File: config.mk
export PLATFORM = sky130hd
export DESIGN_NAME = act_scheduler
export DESIGN_NICKNAME = d
export VERILOG_FILES = /design/src/rtl/act_scheduler.sv
export SDC_FILE = /design/constraint.sdc
export NUM_CORES = 1
export LEC_CHECK = 0
export ABC_AREA = 1
export CAP_MARGIN = 20
export CORE_MARGIN = 8
export CORE_UTILIZATION = 45
export CTS_BUF_LIST = sky130_fd_sc_hd__clkbuf_16
export DETAILED_ROUTE_END_ITERATION = 12
export PLACE_DENSITY = 0.8
export SLEW_MARGIN = 0
export SYNTH_ARGS = -nofsm -noshare
export SYNTH_HDL_FRONTEND = slang
export SYNTH_SLANG_ARGS = --single-unit
File: constraint.sdc
create_clock -name clk -period 1.3 [get_ports clk]
set_input_delay 0.26 -clock clk [delete_from_list [all_inputs] [get_ports clk]]
set_output_delay 0.26 -clock clk [all_outputs]
set_load 0.02 [all_outputs]
File: src/rtl/act_scheduler.sv
// act_scheduler: time-multiplexed activation controller. A captured vector of
// N signed Q(QM.QN) pre-activations is streamed one element per cycle through
// a single external combinational sigmoid; the 8-bit results are collected
// into out_vec and presented with a valid/ready handshake.
// Optional build macro: ACT_SCHED_SAT_CNT_EN adds a sticky 16-bit counter of
// elements falling outside the sigmoid LUT's +/-4.0 input range.
module act_scheduler #(
    parameter int N  = 2,
    parameter int QM = 6,
    parameter int QN = 10
) (
    input  logic                     clk,
    input  logic                     rst_n,
    input  logic                     in_valid,
    output logic                     in_ready,
    input  logic [N*(QM+QN)-1:0]     in_vec,
    output logic [QM+QN-1:0]         sig_x,
    input  logic [7:0]               sig_y,
    output logic                     out_valid,
    input  logic                     out_ready,
    output logic [8*N-1:0]           out_vec,
    output logic                     busy
`ifdef ACT_SCHED_SAT_CNT_EN
    ,
    output logic [15:0]              sat_cnt
`endif
);

    localparam int W  = QM + QN;
    localparam int IW = (N > 1) ? $clog2(N) : 1;
    localparam logic [IW-1:0] LAST = IW'(N - 1);

    typedef enum logic [1:0] {IDLE, RUN, DONE} state_t;

    state_t          state;
    logic [IW-1:0]   idx;
    logic [W-1:0]    cap [N];

    // Shared sigmoid operand: current captured element while running, else zero
    assign sig_x = (state == RUN) ? cap[idx] : '0;

    // Control FSM with registered handshake flags, capture register and result collection
    always_ff @(posedge clk or negedge rst_n) begin
        if (!rst_n) begin
            state     <= IDLE;
            idx       <= '0;
            out_vec   <= '0;
            in_ready  <= 1'b1;
            out_valid <= 1'b0;
            busy      <= 1'b0;
            for (int unsigned k = 0; k < N; k++) cap[k] <= '0;
        end else begin
            case (state)
                IDLE: begin
                    if (in_valid) begin
                        for (int unsigned k = 0; k < N; k++) cap[k] <= in_vec[k*W +: W];
                        idx      <= '0;
                        state    <= RUN;
                        in_ready <= 1'b0;
                        busy     <= 1'b1;
                    end
                end
                RUN: begin
                    out_vec[idx*8 +: 8] <= sig_y;
                    if (idx == LAST) begin
                        state     <= DONE;
                        out_valid <= 1'b1;
                    end else begin
                        idx <= idx + 1'b1;
                    end
                end
                DONE: begin
                    if (out_ready) begin
                        state     <= IDLE;
                        out_valid <= 1'b0;
                        in_ready  <= 1'b1;
                        busy      <= 1'b0;
                    end
                end
                default: begin
                    state     <= IDLE;
                    out_valid <= 1'b0;
                    in_ready  <= 1'b1;
                    busy      <= 1'b0;
                end
            endcase
        end
    end

`ifdef ACT_SCHED_SAT_CNT_EN
    // Element scaled so that +/-4.0 maps to +/-128; beyond that the LUT clips
    logic signed [31:0] sx_scaled;
    logic               sat_hit;

    assign sx_scaled = 32'(signed'(sig_x)) >>> (QN - 5);
    assign sat_hit   = (state == RUN) && ((sx_scaled > 32'sd128) || (sx_scaled < -32'sd128));

    // Sticky saturation counter, cleared only by reset
    always_ff @(posedge clk or negedge rst_n) begin
        if (!rst_n) begin
            sat_cnt <= '0;
        end else if (sat_hit && (sat_cnt != 16'hFFFF)) begin
            sat_cnt <= sat_cnt + 1'b1;
        end
    end
`endif

endmodule

==> results.py <==
metrics = {
    "setup_path": {
        "path_buf_inv": 3,
        "path_class": "register to output port",
        "crit_path_start": "state[1]$_DFFE_PN0P_",
        "rr_endpoint": "cap[23]$_DFFE_PN0P_",
        "arrival_ns": 1.40,
        "r2r_start": "state[1]$_DFFE_PN0P_",
        "crit_path_start_kind": "register",
        "crit_chain": "inv_2 > nand2_4 > nor2_4 > buf_6 > nand2_1 > nand2_2 > buf_6",
        "reg2regPathDepth": 7,
        "required_ns": 1.04,
        "crit_family": "flip-flops",
        "cpPeakStageDelay_ns": 0.40,
        "cp-endpoint": "sig_x[8]",
        "crit_slowest_cell": "dfrtp_1",
        "cp_max_fo": 8,
        "path_depth": 7,
        "crit_path_end_kind": "output port",
        "ff2ff_setup_slack_ns": -0.01,
        "cp_common_cell": "buf_6",
    },
    "placement": {
        "gp_congestion": 0.808,
        "pre_cts_slack_ns": -0.536,
        "io_buffers": 78,
        "hpwl_microns": 4220,
        "place_area_sq_um": 3290,
    },
    "clocking": {
        "h-tree-depth": 2,
        "clock-sinks": 54,
        "clkTransAtPathRegs_ns": 0.06,
        "cts_made_buffers": 5,
        "cts_tree": "done",
        "clk_latency_ns": 0.29,
        "root_buffer": "clkbuf_16",
        "clockBufferDepth": 2,
    },
    "die": {
        "boundaryPins": 79,
        "rows": 26,
        "dieWidth_microns": 87.2,
        "core_area_sq_um": 5010,
        "start_util": 0.455,
        "die_area_sq_um": 7600,
        "die_y_microns": 87.2,
    },
    "synth": {
        "yosys_warnings": 0,
        "ys_ff_latch": 54,
        "synthSimpleGateAreaFrac": 0.357,
        "yosys.area.top_type": "dfrtp_1",
        "synth_area_leaders": "dfrtp_1 (58%), nand2_1 (33%), nor2_4 (1.5%)",
        "syn-num-nets": 325,
        "syn_area_sq_um": 2280,
        "syn_avg_cell_area_sq_um": 8.12,
        "synth_top_family_by_area": "simple AND/OR/NAND/NOR gates",
        "ys_seq_area_frac": 0.593,
        "synthCells": 281,
        "synthXorXnorAreaFrac": 0,
        "synth_adder_area_share": 0,
        "synthMuxAreaShare": 0,
        "synth_compound_area_frac": 0.00878,
        "synth_top_area_share": 0.581,
        "yosys.cell_types.count": 14,
    },
    "status": {
        "failed_checks": "negative setup slack",
        "status": "complete, but fails checks",
    },
    "timing": {
        "rsz0062_at_grt": "yes",
        "slew_headroom": 0.810,
        "finalCritPeriodShare": 1.28,
        "setup_viol": 25,
        "fmax_mhz": 602,
        "period_needed_ns": 1.66,
        "worstMarginPinSlew_ns": 0.286,
        "final.setup_skew_ns": 0.00606,
        "finalHoldViolCount": 0,
        "maxSlewViolCount": 0,
        "fin_ws_ns": -0.361,
    },
    "global_route": {
        "met2_usage": 0.276,
        "top_usage_layer": "met2",
        "grt_pass1_vias": 2192,
        "grt_overflow": 0,
        "antenna_found_initial": 0,
        "grt_pass1_wl_microns": 10000,
        "grt_util_all_layers": 0.167,
        "grtUsageMet3": 0.0594,
        "met1_usage": 0.195,
        "grt_max_degree": 55,
    },
    "worst_hold_path": {
        "min-delay-path-class": "register to register",
    },
    "run": {
        "maxCapViolCount": 0,
    },
    "power": {
        "p_total_mw": 8.55,
        "vdd_drop_max_v": 0.00131,
        "powerDensity_nw_per_um2": 2400,
        "p_leak_nw": 1.90,
    },
    "routing": {
        "drtPass1Iterations": 4,
        "routedWlPerCell_microns": 14.3,
        "drt-total-wl_microns": 6420,
        "drt-vias-per-instance": 4.79,
        "drc": 0,
        "postRouteAntennaNets": 0,
        "routed-via-count": 2154,
        "drt_iter0_markers": 118,
    },
    "layout": {
        "layout.nets": 424,
        "design_area_sq_um": 3570,
        "insertedDiodeCount": 0,
        "drive_above_1_share": 0.197,
        "utilization": 0.712,
        "synthToLayoutAreaGrowth_pct": 56.4,
        "fill_cells": 402,
        "layout_common_cells": "nand2_1 (184), dfrtp_1 (53), clkdlybuf4s50_1 (42)",
        "final_common_cell": "nand2_1",
    },
}
==> worst min-delay path by stage <==
| stage | cells after the start | end | slack, ns | from |
|---|---|---|---|---|
| after global routing | 2 | in_ready$_DFFE_PN1P_ | 0.49 | in_ready$_DFFE_PN1P_ |
| after floorplan | 0 | busy$_DFFE_PN0P_ | -0.04 | rst_n |
| after detailed placement | 2 | out_valid$_DFFE_PN0P_ | 0.28 | rst_n |
| after global placement | 2 | cap[3]$_DFFE_PN0P_ | 0.28 | rst_n |
| after CTS | 2 | in_ready$_DFFE_PN1P_ | 0.47 | in_ready$_DFFE_PN1P_ |
| final | 2 | in_ready$_DFFE_PN1P_ | 0.46 | in_ready$_DFFE_PN1P_ |
==> metrics by stage <==
| step | setup TNS, ns | hold slack, ns | std cells |
|---|---|---|---|
| finish | -5.49 | 0.463 | 450 |
| detailed placement | -10.77 | 0.277 | 437 |
| floorplan | 0 | -0.0356 | 281 |
| global route | -8.24 | 0.486 | 450 |
| global placement | -9.81 | 0.275 | 437 |
| CTS | -4.95 | 0.466 | 446 |
==> cell usage after synthesis <==
library cell / instances
nand2_1: 199
dfrtp_1: 53
buf_2: 4
buf_4: 4
inv_1: 3
inv_2: 3
nand2_2: 3
nor2_4: 3
o21ai_0: 3
buf_6: 2
a21oi_1: 1
dfstp_2: 1
nand3_2: 1
nor2_1: 1
==> cells by family (layout without fill, tap and decap cells) <==
| logic type | count (synthesis) | after routing |
|---|---|---|
| AND/OR/NAND/NOR | 207 | 207 |
| flip-flops | 54 | 54 |
| buffers and inverters | 16 | 115 |
| AO/OA/AOI/OAI | 4 | 4 |
==> registers in the layout, indices dropped and copies added, names as in the netlist <==
| name | count |
|---|---|
| state | 2 |
| idx | 1 |
| out_vec | 16 |
| busy | 1 |
| out_valid | 1 |
| cap | 32 |
| in_ready | 1 |
==> layer usage <==
layer / share of wire / up-vias
met5: 0 / -
met2: 0.49 / 81
li1: - / 1042
met3: 0.075 / 14
met1: 0.42 / 1017
met4: 0.018 / 0
==> worst min-delay path, cell delays in order (launching register included) <==
cell	delay [ns]
dfstp_2	0.37
inv_1	0.04
a21oi_1	0.06
==> area by class of cell <==
class / instances / area (sq um) / share of cell area
Tap cell: 70 / 87.6 / 0.0246
Timing Repair Buffer: 102 / 1060 / 0.298
Inverter: 6 / 30.0 / 0.00842
Clock inverter: 2 / 10.0 / 0.00281
Multi-Input combinational cell: 211 / 898 / 0.252
Sequential cell: 54 / 1350 / 0.379
Clock buffer: 5 / 125 / 0.0351
==> what timing repair did <==
item	CTS	global route
gates resized for setup	122	13
cloned	0	3
endpoints found under the hold margin	53	0
buffers inserted	1	2
endpoints found under the setup margin	35	65
pin swaps	0	3
hold buffers	1	0
==> where the power goes <==
| group | internal [mW] | switching (mW) |
|---|---|---|
| combinational | 1.92 | 2.43 |
| clock | 0.696 | 0.550 |
| sequential | 2.50 | 0.458 |
| total | 5.12 | 3.43 |
Power figures use the tool's default switching activity.
